## src/rtl/pifo_pkg.sv

```systemverilog
// Shared types for the PIFO root node.
// Contents:
//   elem_w    element word width helper (metadata + payload)
//   state_t   root-node sequencer states
//   slot_t    {valid, value, size} slot at the default geometry
//             (MTW=0, PTW=16, CTW=10). The root node declares the same
//             layout locally at its parameterised widths.
package pifo_pkg;

    function automatic int elem_w(input int mtw, input int ptw);
        return mtw + ptw;
    endfunction

    localparam int DEF_PTW = 16;
    localparam int DEF_MTW = 0;
    localparam int DEF_CTW = 10;
    localparam int DEF_W   = elem_w(DEF_MTW, DEF_PTW);

    typedef enum logic [1:0] {
        IDLE   = 2'd0,
        GAP    = 2'd1,
        REFILL = 2'd2
    } state_t;

    typedef struct packed {
        logic               valid;
        logic [DEF_W-1:0]   value;
        logic [DEF_CTW-1:0] size;
    } slot_t;

endpackage

```

## src/rtl/pifo_argmin4.sv

```systemverilog
// Combinational argmin over four (valid, key) pairs.
// Ports:
//   valid  in   4      per-entry valid
//   key    in   4xKW   per-entry key, unsigned
//   found  out  1      at least one entry valid
//   index  out  2      smallest valid key; ties go to the lowest index
module pifo_argmin4 #(
    parameter int KW = 16
) (
    input  logic [3:0]    valid,
    input  logic [KW-1:0] key [4],
    output logic          found,
    output logic [1:0]    index
);

    logic [KW-1:0] best;

    always_comb begin
        found = 1'b0;
        index = 2'd0;
        best  = '0;
        for (int i = 0; i < 4; i++) begin
            // Strict less-than keeps the earlier index on equal keys.
            if (valid[i] && (!found || key[i] < best)) begin
                found = 1'b1;
                index = 2'(i);
                best  = key[i];
            end
        end
    end

endmodule

```

## src/rtl/pifo_root_node.sv

```systemverilog
// Register-based root level of the BMW PIFO tree. Four {value, size}
// slots live in flops. Pops return the minimum. Pushes into a full node,
// and pops from a slot that has a sub-tree, are forwarded to the child
// level through the RPU pair's push/pop interface.
//
// Ports:
//   i_clk, i_arst_n         clock, async active-low reset
//   i_cmd_valid/o_cmd_ready command handshake
//   i_cmd_push, i_cmd_data  1=push / 0=pop; element word for push
//   o_pop_valid, o_pop_data popped element (1-cycle pulse)
//   o_overflow/o_underflow  dropped push / pop on empty (1-cycle pulse)
//   o_push, o_push_data     push to child
//   o_pop, i_pop_data       pop to child; child's returned element
//   o_child_addr            branch index 0..3, zero-extended
//
// state  | meaning
// IDLE   | ready for a command
// GAP    | spacing child commands after a push-down
// REFILL | waiting for the child's element to refill a popped slot
module pifo_root_node
    import pifo_pkg::*;
#(
    parameter  int PTW        = 16,
    parameter  int MTW        = 0,
    parameter  int CTW        = 10,
    parameter  int ADW        = 20,
    parameter  int BRANCH_CAP = 20,
    parameter  int CMD_GAP    = 2,
    parameter  int POP_LAT    = 1,
    localparam int W          = elem_w(MTW, PTW)
) (
    input  logic           i_clk,
    input  logic           i_arst_n,
    input  logic           i_cmd_valid,
    output logic           o_cmd_ready,
    input  logic           i_cmd_push,
    input  logic [W-1:0]   i_cmd_data,
    output logic           o_pop_valid,
    output logic [W-1:0]   o_pop_data,
    output logic           o_overflow,
    output logic           o_underflow,
    output logic           o_push,
    output logic [W-1:0]   o_push_data,
    output logic           o_pop,
    input  logic [W-1:0]   i_pop_data,
    output logic [ADW-1:0] o_child_addr
);

    localparam int CNT_W      = 8;
    localparam int GAP_LOAD   = (CMD_GAP > 1) ? CMD_GAP - 2 : 0;
    localparam int REFILL_LEN = (CMD_GAP - 1 > POP_LAT + 1) ? CMD_GAP - 1 : POP_LAT + 1;
    // Counter value during the cycle whose closing edge samples i_pop_data.
    localparam int REFILL_TAKE = REFILL_LEN - POP_LAT - 1;

    logic [3:0]     slot_valid;
    logic [W-1:0]   slot_value [4];
    logic [CTW-1:0] slot_size  [4];

    state_t         state, state_nxt;
    logic [CNT_W-1:0] cnt, cnt_nxt;
    logic [1:0]     refill_idx;
    logic           refill_take;

    logic           val_found, size_found;
    logic [1:0]     val_idx, size_idx;
    logic [1:0]     free_idx;
    logic           all_full;

    logic           accept;
    logic           push_local, push_down, push_ovf;
    logic           pop_local, pop_down, pop_empty;
    logic           push_swap;

    pifo_argmin4 #(.KW(W)) u_min_value (
        .valid (slot_valid),
        .key   (slot_value),
        .found (val_found),
        .index (val_idx)
    );

    // Push target: least-populated sub-tree among all slots.
    pifo_argmin4 #(.KW(CTW)) u_min_size (
        .valid (slot_valid),
        .key   (slot_size),
        .found (size_found),
        .index (size_idx)
    );

    always_comb begin
        free_idx = 2'd0;
        for (int i = 3; i >= 0; i--) begin
            if (!slot_valid[i]) free_idx = 2'(i);
        end
    end

    assign all_full  = &slot_valid;
    assign accept    = i_cmd_valid & o_cmd_ready;
    assign push_swap = i_cmd_data < slot_value[size_idx];

    // Overflow only when the least-populated target is already at the cap,
    // i.e. every branch is at the cap. This is also what keeps sizes from wrapping.
    always_comb begin
        push_local = accept &  i_cmd_push & ~all_full;
        push_ovf   = accept &  i_cmd_push &  all_full & size_found
                   & (slot_size[size_idx] == CTW'(BRANCH_CAP));
        push_down  = accept &  i_cmd_push &  all_full & size_found
                   & (slot_size[size_idx] != CTW'(BRANCH_CAP));
        pop_empty  = accept & ~i_cmd_push & ~val_found;
        pop_local  = accept & ~i_cmd_push &  val_found & (slot_size[val_idx] == '0);
        pop_down   = accept & ~i_cmd_push &  val_found & (slot_size[val_idx] != '0);
    end

    // State register
    always_ff @(posedge i_clk or negedge i_arst_n) begin
        if (!i_arst_n) begin
            state <= IDLE;
            cnt   <= '0;
        end else begin
            state <= state_nxt;
            cnt   <= cnt_nxt;
        end
    end

    // Next-state logic
    always_comb begin
        state_nxt = state;
        cnt_nxt   = cnt;
        unique case (state)
            IDLE: begin
                if (pop_down) begin
                    state_nxt = REFILL;
                    cnt_nxt   = CNT_W'(REFILL_LEN - 1);
                end else if (push_down && CMD_GAP > 1) begin
                    state_nxt = GAP;
                    cnt_nxt   = CNT_W'(GAP_LOAD);
                end
            end
            GAP, REFILL: begin
                if (cnt == '0) state_nxt = IDLE;
                else           cnt_nxt   = cnt - 1'b1;
            end
            default: begin
                state_nxt = IDLE;
                cnt_nxt   = '0;
            end
        endcase
    end

    // FSM outputs
    always_comb begin
        o_cmd_ready = (state == IDLE);
        refill_take = (state == REFILL) && (cnt == CNT_W'(REFILL_TAKE));
    end

    // Slot storage
    always_ff @(posedge i_clk or negedge i_arst_n) begin
        if (!i_arst_n) begin
            slot_valid <= '0;
            refill_idx <= '0;
            for (int i = 0; i < 4; i++) begin
                slot_value[i] <= '0;
                slot_size[i]  <= '0;
            end
        end else begin
            if (push_local) begin
                slot_valid[free_idx] <= 1'b1;
                slot_value[free_idx] <= i_cmd_data;
                slot_size[free_idx]  <= '0;
            end
            if (push_down) begin
                if (push_swap) slot_value[size_idx] <= i_cmd_data;
                slot_size[size_idx] <= slot_size[size_idx] + CTW'(1);
            end
            if (pop_local) begin
                slot_valid[val_idx] <= 1'b0;
            end
            if (pop_down) begin
                slot_size[val_idx] <= slot_size[val_idx] - CTW'(1);
                refill_idx         <= val_idx;
            end
            // The popped slot keeps its valid bit; its value is stale
            // until the child's element lands here.
            if (refill_take) begin
                slot_value[refill_idx] <= i_pop_data;
            end
        end
    end

    // Registered command results; every field returns to zero after its pulse.
    always_ff @(posedge i_clk or negedge i_arst_n) begin
        if (!i_arst_n) begin
            o_pop_valid  <= 1'b0;
            o_pop_data   <= '0;
            o_overflow   <= 1'b0;
            o_underflow  <= 1'b0;
            o_push       <= 1'b0;
            o_push_data  <= '0;
            o_pop        <= 1'b0;
            o_child_addr <= '0;
        end else begin
            o_pop_valid  <= 1'b0;
            o_pop_data   <= '0;
            o_overflow   <= push_ovf;
            o_underflow  <= pop_empty;
            o_push       <= 1'b0;
            o_push_data  <= '0;
            o_pop        <= 1'b0;
            o_child_addr <= '0;
            if (pop_local || pop_down) begin
                o_pop_valid <= 1'b1;
                o_pop_data  <= slot_value[val_idx];
            end
            if (pop_down) begin
                o_pop        <= 1'b1;
                o_child_addr <= ADW'(val_idx);
            end
            if (push_down) begin
                o_push       <= 1'b1;
                o_push_data  <= push_swap ? slot_value[size_idx] : i_cmd_data;
                o_child_addr <= ADW'(size_idx);
            end
        end
    end

endmodule

```

## config.mk

```make
export PLATFORM = sky130hd
export DESIGN_NAME = pifo_root_node
export DESIGN_NICKNAME = d
export VERILOG_FILES = /design/src/rtl/pifo_pkg.sv /design/src/rtl/pifo_argmin4.sv /design/src/rtl/pifo_root_node.sv
export SDC_FILE = /design/constraint.sdc
export NUM_CORES = 1
export LEC_CHECK = 0
export CAP_MARGIN = 5
export CORE_MARGIN = 2
export CORE_UTILIZATION = 50
export CTS_BUF_LIST = sky130_fd_sc_hd__clkbuf_4
export CTS_CLUSTER_DIAMETER = 120
export DETAILED_ROUTE_END_ITERATION = 8
export GPL_ROUTABILITY_DRIVEN = 0
export PLACE_DENSITY = 0.7
export SLEW_MARGIN = 20
export SYNTH_ARGS = -nofsm -noshare
export SYNTH_HDL_FRONTEND = slang
export SYNTH_SLANG_ARGS = --single-unit
```

## constraint.sdc

```tcl
create_clock -name i_clk -period 22 [get_ports i_clk]
set_input_delay 4.4 -clock i_clk [delete_from_list [all_inputs] [get_ports i_clk]]
set_output_delay 4.4 -clock i_clk [all_outputs]
set_load 0.05 [all_outputs]
```

==> insert_results.sql, run 1 <==
INSERT INTO impl_metrics (metric_group, metric, value, unit) VALUES
('yosys', 'synthDistinctLibCells', '90', ''),
('worst_setup_path', 'required', '22480', 'ps'),
('detailed_routing', 'route.detailed.wl_per_inst', '22.88', 'µm'),
('clocking', 'clk_path_buf_depth', '2', ''),
('clocking', 'postCtsHoldBufs', '0', ''),
('grt', 'grt_first_pass_wirelength', '67650', 'µm'),
('sta', 'fin_tns_setup', '0', 'ps'),
('sta', 'layout_setup_ws', '9764', 'ps'),
('die', 'boundaryPins', '94', ''),
('sta', 'finalSetupViolations', '0', ''),
('sta', 'worst_pin_slew', '1110', 'ps'),
('finish', 'nNetsFinal', '1677', ''),
('sta', 'final.setup_skew', '39.57', 'ps'),
('worst_setup_path', 'path_class', 'reg2reg', ''),
('sta', 'grt_setup_unrepaired', 'false', ''),
('sta', 'final_critical_path_share_of_the_clock_period', '55.62', '%'),
('finish', 'p_r_area_growth_vs_syn', '10.26', '%'),
('sta', 'timing_max_transition_violations_final', '0', ''),
('worst_setup_path', 'timing.critical_path.slowest_cell_delay', '770', 'ps'),
('yosys', 'avg_synthesized_cell_area', '8.352', 'µm²'),
('sta', 'timing.slew.headroom', '25.84', '%'),
('detailed_routing', 'antenna_nets_post_route', '0', ''),
('finish', 'layout-drive-gt1-share', '6.923', '%'),
('worst_hold_path', 'hold_path.class', 'reg2reg', ''),
('grt', 'first_global_vias', '11489', ''),
('worst_setup_path', 'stages_on_worst_setup_path', '38', ''),
('grt', 'grt-ovfl-total', '0', ''),
('grt', 'antenna_violations_before_repair', '1', ''),
('die', 'initial_util', '50.57', '%'),
('clocking', 'ctsRootBufferMaster', 'sky130_fd_sc_hd__clkbuf_4', ''),
('clocking', 'post-cts-setup-buffers', '0', ''),
('worst_setup_path', 'critical_path_arrival', '12710', 'ps'),
('run_status', 'status', 'completed', ''),
('yosys', 'postSynthCellCount', '1516', ''),
('sta', 'period_needed', '12240', 'ps'),
('yosys', 'synth.yosys.seq_area_share', '31.42', '%'),
('yosys', 'synth_register_bits', '159', ''),
('detailed_routing', 'drtPass1Iterations', '6', ''),
('yosys', 'synth-edff-count', '0', ''),
('worst_setup_path', 'worst-r2r-cell-count', '38', ''),
('worst_setup_path', 'slowest_library_cell_on_the_worst_path', 'sky130_fd_sc_hd__nand3_1', ''),
('yosys', 'yosysWarningCount', '0', ''),
('die', 'fp.coreArea', '0.02504', 'mm²'),
('detailed_routing', 'routed_via_density', '6.585', ''),
('sta', 'max_freq', '0.08172', 'GHz'),
('worst_setup_path', 'worstPathMaxFanout', '43', ''),
('sta', 'hold_viol_final', '0', ''),
('yosys', 'ys_async_rst_share', '100.0', '%'),
('yosys', 'netlist_area', '0.01266', 'mm²'),
('placement', 'placed_cells', '1857', ''),
('worst_setup_path', 'worst_path_dominant_cell_family', 'compound AO/OA/AOI/OAI gates', ''),
('detailed_routing', 'route.vias.total', '12452', ''),
('worst_setup_path', 'critical-path-top-cell-by-count', 'sky130_fd_sc_hd__a21o_1', ''),
('clocking', 'cts_num_sinks', '159', ''),
('clocking', 'worst_skew_pair.late_latency', '620', 'ps'),
('sta', 'worst_hold_slack', '545.9', 'ps'),
('detailed_routing', 'drt_first_iter_violations', '1723', ''),
('die', 'die_w', '163.1', 'µm'),
('die', 'fp.dieArea', '0.02661', 'mm²'),
('worst_setup_path', 'timing.critical_path.to_type', 'register', ''),
('placement', 'place.port_buffers', '75', ''),
('clocking', 'cts_max_level', '4', ''),
('die', 'die-height', '163.1', 'µm'),
('worst_setup_path', 'worst_setup_path_start_kind', 'register', ''),
('run', 'max_cap_viol_count', '0', ''),
('clocking', 'tritoncts.num_buffers', '17', ''),
('grt', 'grt_use_total', '33.14', '%'),
('worst_setup_path', 'wp_buf_inv', '3', ''),
('finish', 'final-instance-count-excl-fill', '1891', ''),
('yosys', 'synth_ff_type', 'sky130_fd_sc_hd__dfrtp_1', ''),
('detailed_routing', 'wirelength', '43260', 'µm'),
('clocking', 'cts_resized', '0', ''),
('clocking', 'clk_pin_slew', '170', 'ps'),
('placement', 'setup_slack_after_placement', '9996', 'ps'),
('placement', 'dp.final_hpwl', '31030', 'µm'),
('grt', 'pin_count_of_the_biggest_net_entering_global_routing', '84', ''),
('die', 'number_of_standard_cell_rows_in_the_floorplan', '58', ''),
('worst_hold_path', 'holdPathStages', '2', ''),
('detailed_routing', 'drt_drc_violations_left', '0', ''),
('clocking', 'tritoncts', 'yes', '');
final timing paths:
kind | from | endpoint | slack (ps)
max | slot_valid[0] | slot_value[49] | 9760
min | cnt[3] | cnt[3] | 550
max reg2reg | slot_valid[0] | slot_value[49] | 9760
min reg2reg | cnt[3] | cnt[3] | 550
max in group asynchronous | i_arst_n | slot_size[21] | 16980
min in group asynchronous | i_arst_n | o_push_data[11] | 3790
layout make-up:
type | count | area (µm²)
diodes | 1 | 2.502
inverters | 28 | 105.1
well taps | 330 | 412.9
fillers | 2311 | 11080
clock buffers | 17 | 127.6
repair buffers | 101 | 954.7
multi-input cells | 1240 | 8170
flip-flops and latches | 159 | 3979
clock inverters | 15 | 209.0
flip-flops by register name, indices dropped and copies added, names as in the netlist, 2 cells and up:
signal	flops
o_push_data	16
refill_idx	2
o_child_addr	2
cnt	8
state	2
slot_size	40
o_pop_data	16
slot_valid	4
slot_value	64
cells in the final DEF, fill, tap and decap left out, types with 19 or more instances in the layout:
| master | synthesis | final |
|---|---|---|
| sky130_fd_sc_hd__nand2_1 | 250 | 250 |
| sky130_fd_sc_hd__nor2_1 | 162 | 161 |
| sky130_fd_sc_hd__dfrtp_1 | 159 | 159 |
| sky130_fd_sc_hd__a21oi_1 | 98 | 95 |
| sky130_fd_sc_hd__ha_1 | 94 | 94 |
| sky130_fd_sc_hd__clkdlybuf4s50_1 | 0 | 74 |
| sky130_fd_sc_hd__mux2i_1 | 64 | 64 |
| sky130_fd_sc_hd__o21ai_0 | 44 | 44 |
| sky130_fd_sc_hd__a31oi_1 | 40 | 40 |
| sky130_fd_sc_hd__a21o_1 | 34 | 34 |
| sky130_fd_sc_hd__o21a_1 | 28 | 28 |
| sky130_fd_sc_hd__inv_1 | 26 | 26 |
| sky130_fd_sc_hd__nor3_1 | 27 | 24 |
| sky130_fd_sc_hd__mux2_1 | 24 | 24 |
| sky130_fd_sc_hd__buf_4 | 26 | 24 |
| sky130_fd_sc_hd__o22ai_1 | 22 | 22 |
| sky130_fd_sc_hd__nand3_1 | 22 | 22 |
| sky130_fd_sc_hd__o21ai_1 | 22 | 22 |
| sky130_fd_sc_hd__and3_1 | 19 | 19 |
routing by layer:
layer / global-route usage (%) / wire length [µm] / vias to the layer above
met5: 0 / 0 / -
met3: 9.167 / 5999 / 133
li1: - / - / 5627
met1: 49.33 / 18480 / 5885
met4: 11.67 / 1581 / 0
met2: 45.61 / 17190 / 807
worst min-delay path, cell delays in order (launching register included):
cell	delay [ps]
sky130_fd_sc_hd__dfrtp_1	390
sky130_fd_sc_hd__o21ai_1	70
sky130_fd_sc_hd__o31ai_1	60
cell usage after synthesis, drive strengths merged (15+ instances only):
| master | instances | area [µm²] |
|---|---|---|
| nor2 | 163 | 614.3 |
| mux2 | 31 | 349.1 |
| a21boi | 20 | 153.9 |
| o221ai | 20 | 181.4 |
| ha | 94 | 1176 |
| dfrtp | 159 | 3979 |
| a311oi | 16 | 140.1 |
| o211ai | 18 | 135.1 |
| nand4 | 18 | 112.6 |
| a21o | 34 | 255.2 |
| mux2i | 64 | 640.6 |
| o21a | 28 | 210.2 |
| a31oi | 40 | 250.2 |
| nand2 | 250 | 938.4 |
| clkbuf | 61 | 229.0 |
| and3 | 19 | 118.9 |
| a21oi | 98 | 490.5 |
| nor4 | 15 | 108.9 |
| buf | 45 | 299.0 |
| nand3 | 22 | 110.1 |
| o22ai | 22 | 137.6 |
| inv | 27 | 101.3 |
| o21ai | 69 | 356.6 |
| nor3 | 28 | 151.4 |
cells by family after synthesis:
logic type      Yosys count  share of synthesized area, %
compound gates          453                         25.54
xor+xnor                 17                         1.176
fa+ha+maj                94                         9.289
buf+inv                 134                         5.000
flops                   159                         31.42
mux                      95                         7.816
other cells               1                       0.02962
simple gates            563                         19.72
stage by stage:
| step | area (µm²) | util (%) |
|---|---|---|
| after CTS | 13940 | 55.69 |
| after global routing | 13960 | 55.76 |
| after detailed placement | 13610 | 54.34 |
| final | 13960 | 55.76 |
| after global placement | 13610 | 54.34 |
| after floorplan | 12730 | - |
Power of run 1 is not shown: default switching activity piles up to over one toggle a cycle in this logic, so the estimate is an artifact.
==> run 2, diff against run 1 <==
clock period = 11.6 ns   (was 22 ns; I/O delays follow)
==> insert_results.sql, run 2 (synthesis gave the netlist of run 1 again) <==
INSERT INTO impl_metrics (metric_group, metric, value, unit) VALUES
('run_status', 'status', 'completed', ''),
('detailed_routing', 'drt_first_iter_violations', '1657', ''),
('worst_setup_path', 'reg2reg_end', 'slot_value[52]', ''),
('detailed_routing', 'antenna_nets_post_route', '0', ''),
('sta', 'grt_setup_unrepaired', 'false', ''),
('worst_setup_path', 'timing.reg2reg.setup_slack', '810', 'ps'),
('placement', 'dp.final_hpwl', '31530', 'µm'),
('finish', 'layout-drive-gt1-share', '7.403', '%'),
('finish', 'final-instance-count-excl-fill', '1899', ''),
('finish', 'p_r_area_growth_vs_syn', '10.55', '%'),
('detailed_routing', 'wirelength', '42840', 'µm'),
('sta', 'timing.slew.headroom', '24.95', '%'),
('detailed_routing', 'route.vias.total', '12538', ''),
('clocking', 'ctsRootBufferMaster', 'sky130_fd_sc_hd__clkbuf_4', ''),
('worst_setup_path', 'required', '12040', 'ps'),
('sta', 'max_freq', '0.09267', 'GHz'),
('finish', 'final_cell_mix', '249 x sky130_fd_sc_hd__nand2_1, 161 x sky130_fd_sc_hd__nor2_1, 159 x sky130_fd_sc_hd__dfrtp_1', ''),
('die', 'die_w', '163.1', 'µm'),
('detailed_routing', 'drtPass1Iterations', '8', ''),
('grt', 'pin_count_of_the_biggest_net_entering_global_routing', '99', ''),
('detailed_routing', 'routed_via_density', '6.602', ''),
('worst_hold_path', 'holdPathStages', '2', ''),
('sta', 'fin_tns_setup', '0', 'ps'),
('grt', 'grt_first_pass_wirelength', '66910', 'µm'),
('clocking', 'postCtsHoldBufs', '0', ''),
('grt', 'gr-usage-met2', '46.01', '%'),
('finish', 'largest_register_ffs', '64', ''),
('grt', 'grt_use_met1', '47.44', '%'),
('detailed_routing', 'drt_drc_violations_left', '0', ''),
('worst_setup_path', 'timing.critical_path.to_type', 'register', ''),
('run', 'max_cap_viol_count', '0', ''),
('worst_setup_path', 'worst-r2r-cell-count', '35', ''),
('clocking', 'worst_skew_pair.late_latency', '620', 'ps'),
('clocking', 'cts_resized', '0', ''),
('die', 'initial_util', '50.57', '%'),
('finish', 'most_frequent_standard_cell_in_the_layout_excluding_fill_and_tap_cells', 'sky130_fd_sc_hd__nand2_1', ''),
('clocking', 'tritoncts.num_buffers', '17', ''),
('sta', 'final_critical_path_share_of_the_clock_period', '93.02', '%'),
('die', 'boundaryPins', '94', ''),
('worst_hold_path', 'hp-start', 'cnt[6]', ''),
('worst_setup_path', 'path_class', 'reg2reg', ''),
('worst_setup_path', 'r2r-start', 'slot_valid[0]', ''),
('grt', 'grt-busiest-layer', 'met1', ''),
('grt', 'first_global_vias', '11708', ''),
('die', 'fp.dieArea', '0.02661', 'mm²'),
('worst_hold_path', 'hold_path.class', 'reg2reg', ''),
('grt', 'grt-ovfl-total', '0', ''),
('worst_setup_path', 'worst_setup_path_start_kind', 'register', ''),
('finish', 'fillCellCount', '2288', ''),
('sta', 'period_needed', '10790', 'ps'),
('sta', 'worst_pin_slew', '1097', 'ps'),
('sta', 'finalSetupViolations', '0', ''),
('die', 'die-height', '163.1', 'µm'),
('finish', 'stdcell_area', '0.01400', 'mm²'),
('grt', 'antenna_violations_before_repair', '1', ''),
('worst_setup_path', 'critical-path-top-cell-by-count', 'sky130_fd_sc_hd__a21o_1', ''),
('clocking', 'post-cts-setup-buffers', '0', ''),
('placement', 'placed_area', '0.01367', 'mm²'),
('sta', 'final.setup_skew', '34.04', 'ps'),
('worst_setup_path', 'worstPathMaxFanout', '38', ''),
('die', 'fp.coreArea', '0.02504', 'mm²'),
('placement', 'placed_cells', '1865', ''),
('worst_setup_path', 'critical_path_arrival', '11230', 'ps'),
('clocking', 'tritoncts', 'yes', ''),
('die', 'number_of_standard_cell_rows_in_the_floorplan', '58', ''),
('sta', 'hold_viol_final', '0', ''),
('sta', 'timing_max_transition_violations_final', '0', ''),
('detailed_routing', 'route.detailed.wl_per_inst', '22.56', 'µm'),
('clocking', 'clk_path_buf_depth', '2', ''),
('finish', 'largest_registers', 'slot_value (64), slot_size (40)', ''),
('clocking', 'clk_pin_slew', '190', 'ps'),
('grt', 'grt_use_total', '32.64', '%'),
('placement', 'place.port_buffers', '75', ''),
('finish', 'nNetsFinal', '1684', ''),
('finish', 'largest-register', 'slot_value', ''),
('clocking', 'cts_max_level', '4', ''),
('worst_setup_path', 'timing.critical_path.slowest_cell_delay', '640', 'ps'),
('worst_hold_path', 'holdPathEnd', 'cnt[6]', ''),
('clocking', 'cts_num_sinks', '159', ''),
('grt', 'grt.met3_usage', '10.44', '%'),
('worst_setup_path', 'slowest_library_cell_on_the_worst_path', 'sky130_fd_sc_hd__dfrtp_1', '');
run 2: cell count changes in the layout (fill, tap and decap cells not counted), sizes merged:
cell,before,now
buf,27,34
clkinv,10,6
inv,33,36
clkinvlp,0,1
diode,1,2
run 2: final cells by class:
cell class / count / area [µm²] / share of cell area [%]
diodes: 2 / 5.005 / 0.03575
clock buffers: 17 / 127.6 / 0.9117
clock inverters: 15 / 185.2 / 1.323
inverters: 28 / 105.1 / 0.7508
multi-input cells: 1240 / 8184 / 58.46
flip-flops and latches: 159 / 3979 / 28.42
well taps: 330 / 412.9 / 2.950
repair buffers: 108 / 999.7 / 7.142
run 2: how the worst max path moves through the flow:
stage / start / cells past startpoint / endpoint / slack, ps
floorplan: slot_valid[0] / 46 / slot_value[38] / 830
global placement: slot_valid[0] / 38 / slot_value[56] / 1040
detailed placement: slot_valid[0] / 37 / slot_value[61] / 690
CTS: slot_valid[0] / 38 / slot_value[52] / 630
global route: slot_valid[0] / 36 / slot_value[48] / 90
finish: slot_valid[0] / 35 / slot_value[52] / 810
run 2: worst max-delay path, delay by kind of cell (launching register included):
family                   cells  cell delay, ps
AO/OA/AOI/OAI               20            5240
adder cells (fa/ha/maj)      3            1000
multiplexers                 2             650
buffers and inverters        4            1240
flip-flops                   1             640
AND/OR/NAND/NOR              6            1790
run 2: metrics by stage:
| stage | setup slack [ps] | util (%) | hold slack [ps] |
|---|---|---|---|
| 2_1_floorplan | 825.4 | - | 453.2 |
| 3_3_place_gp | 1044 | 54.58 | 478.4 |
| 3_5_place_dp | 690.3 | 54.58 | 481.9 |
| 4_1_cts | 626.7 | 55.83 | 518.0 |
| 5_1_grt | 92.57 | 55.91 | 560.3 |
| 6_report | 809.5 | 55.91 | 522.2 |
run 2: routing by layer:
metal	wire (µm)	part of all wire, %
met5	0	0
met1	18660	44
met2	17050	40
met3	5890	14
met4	1243	2.9
Power of run 2 is left out for the same reason.
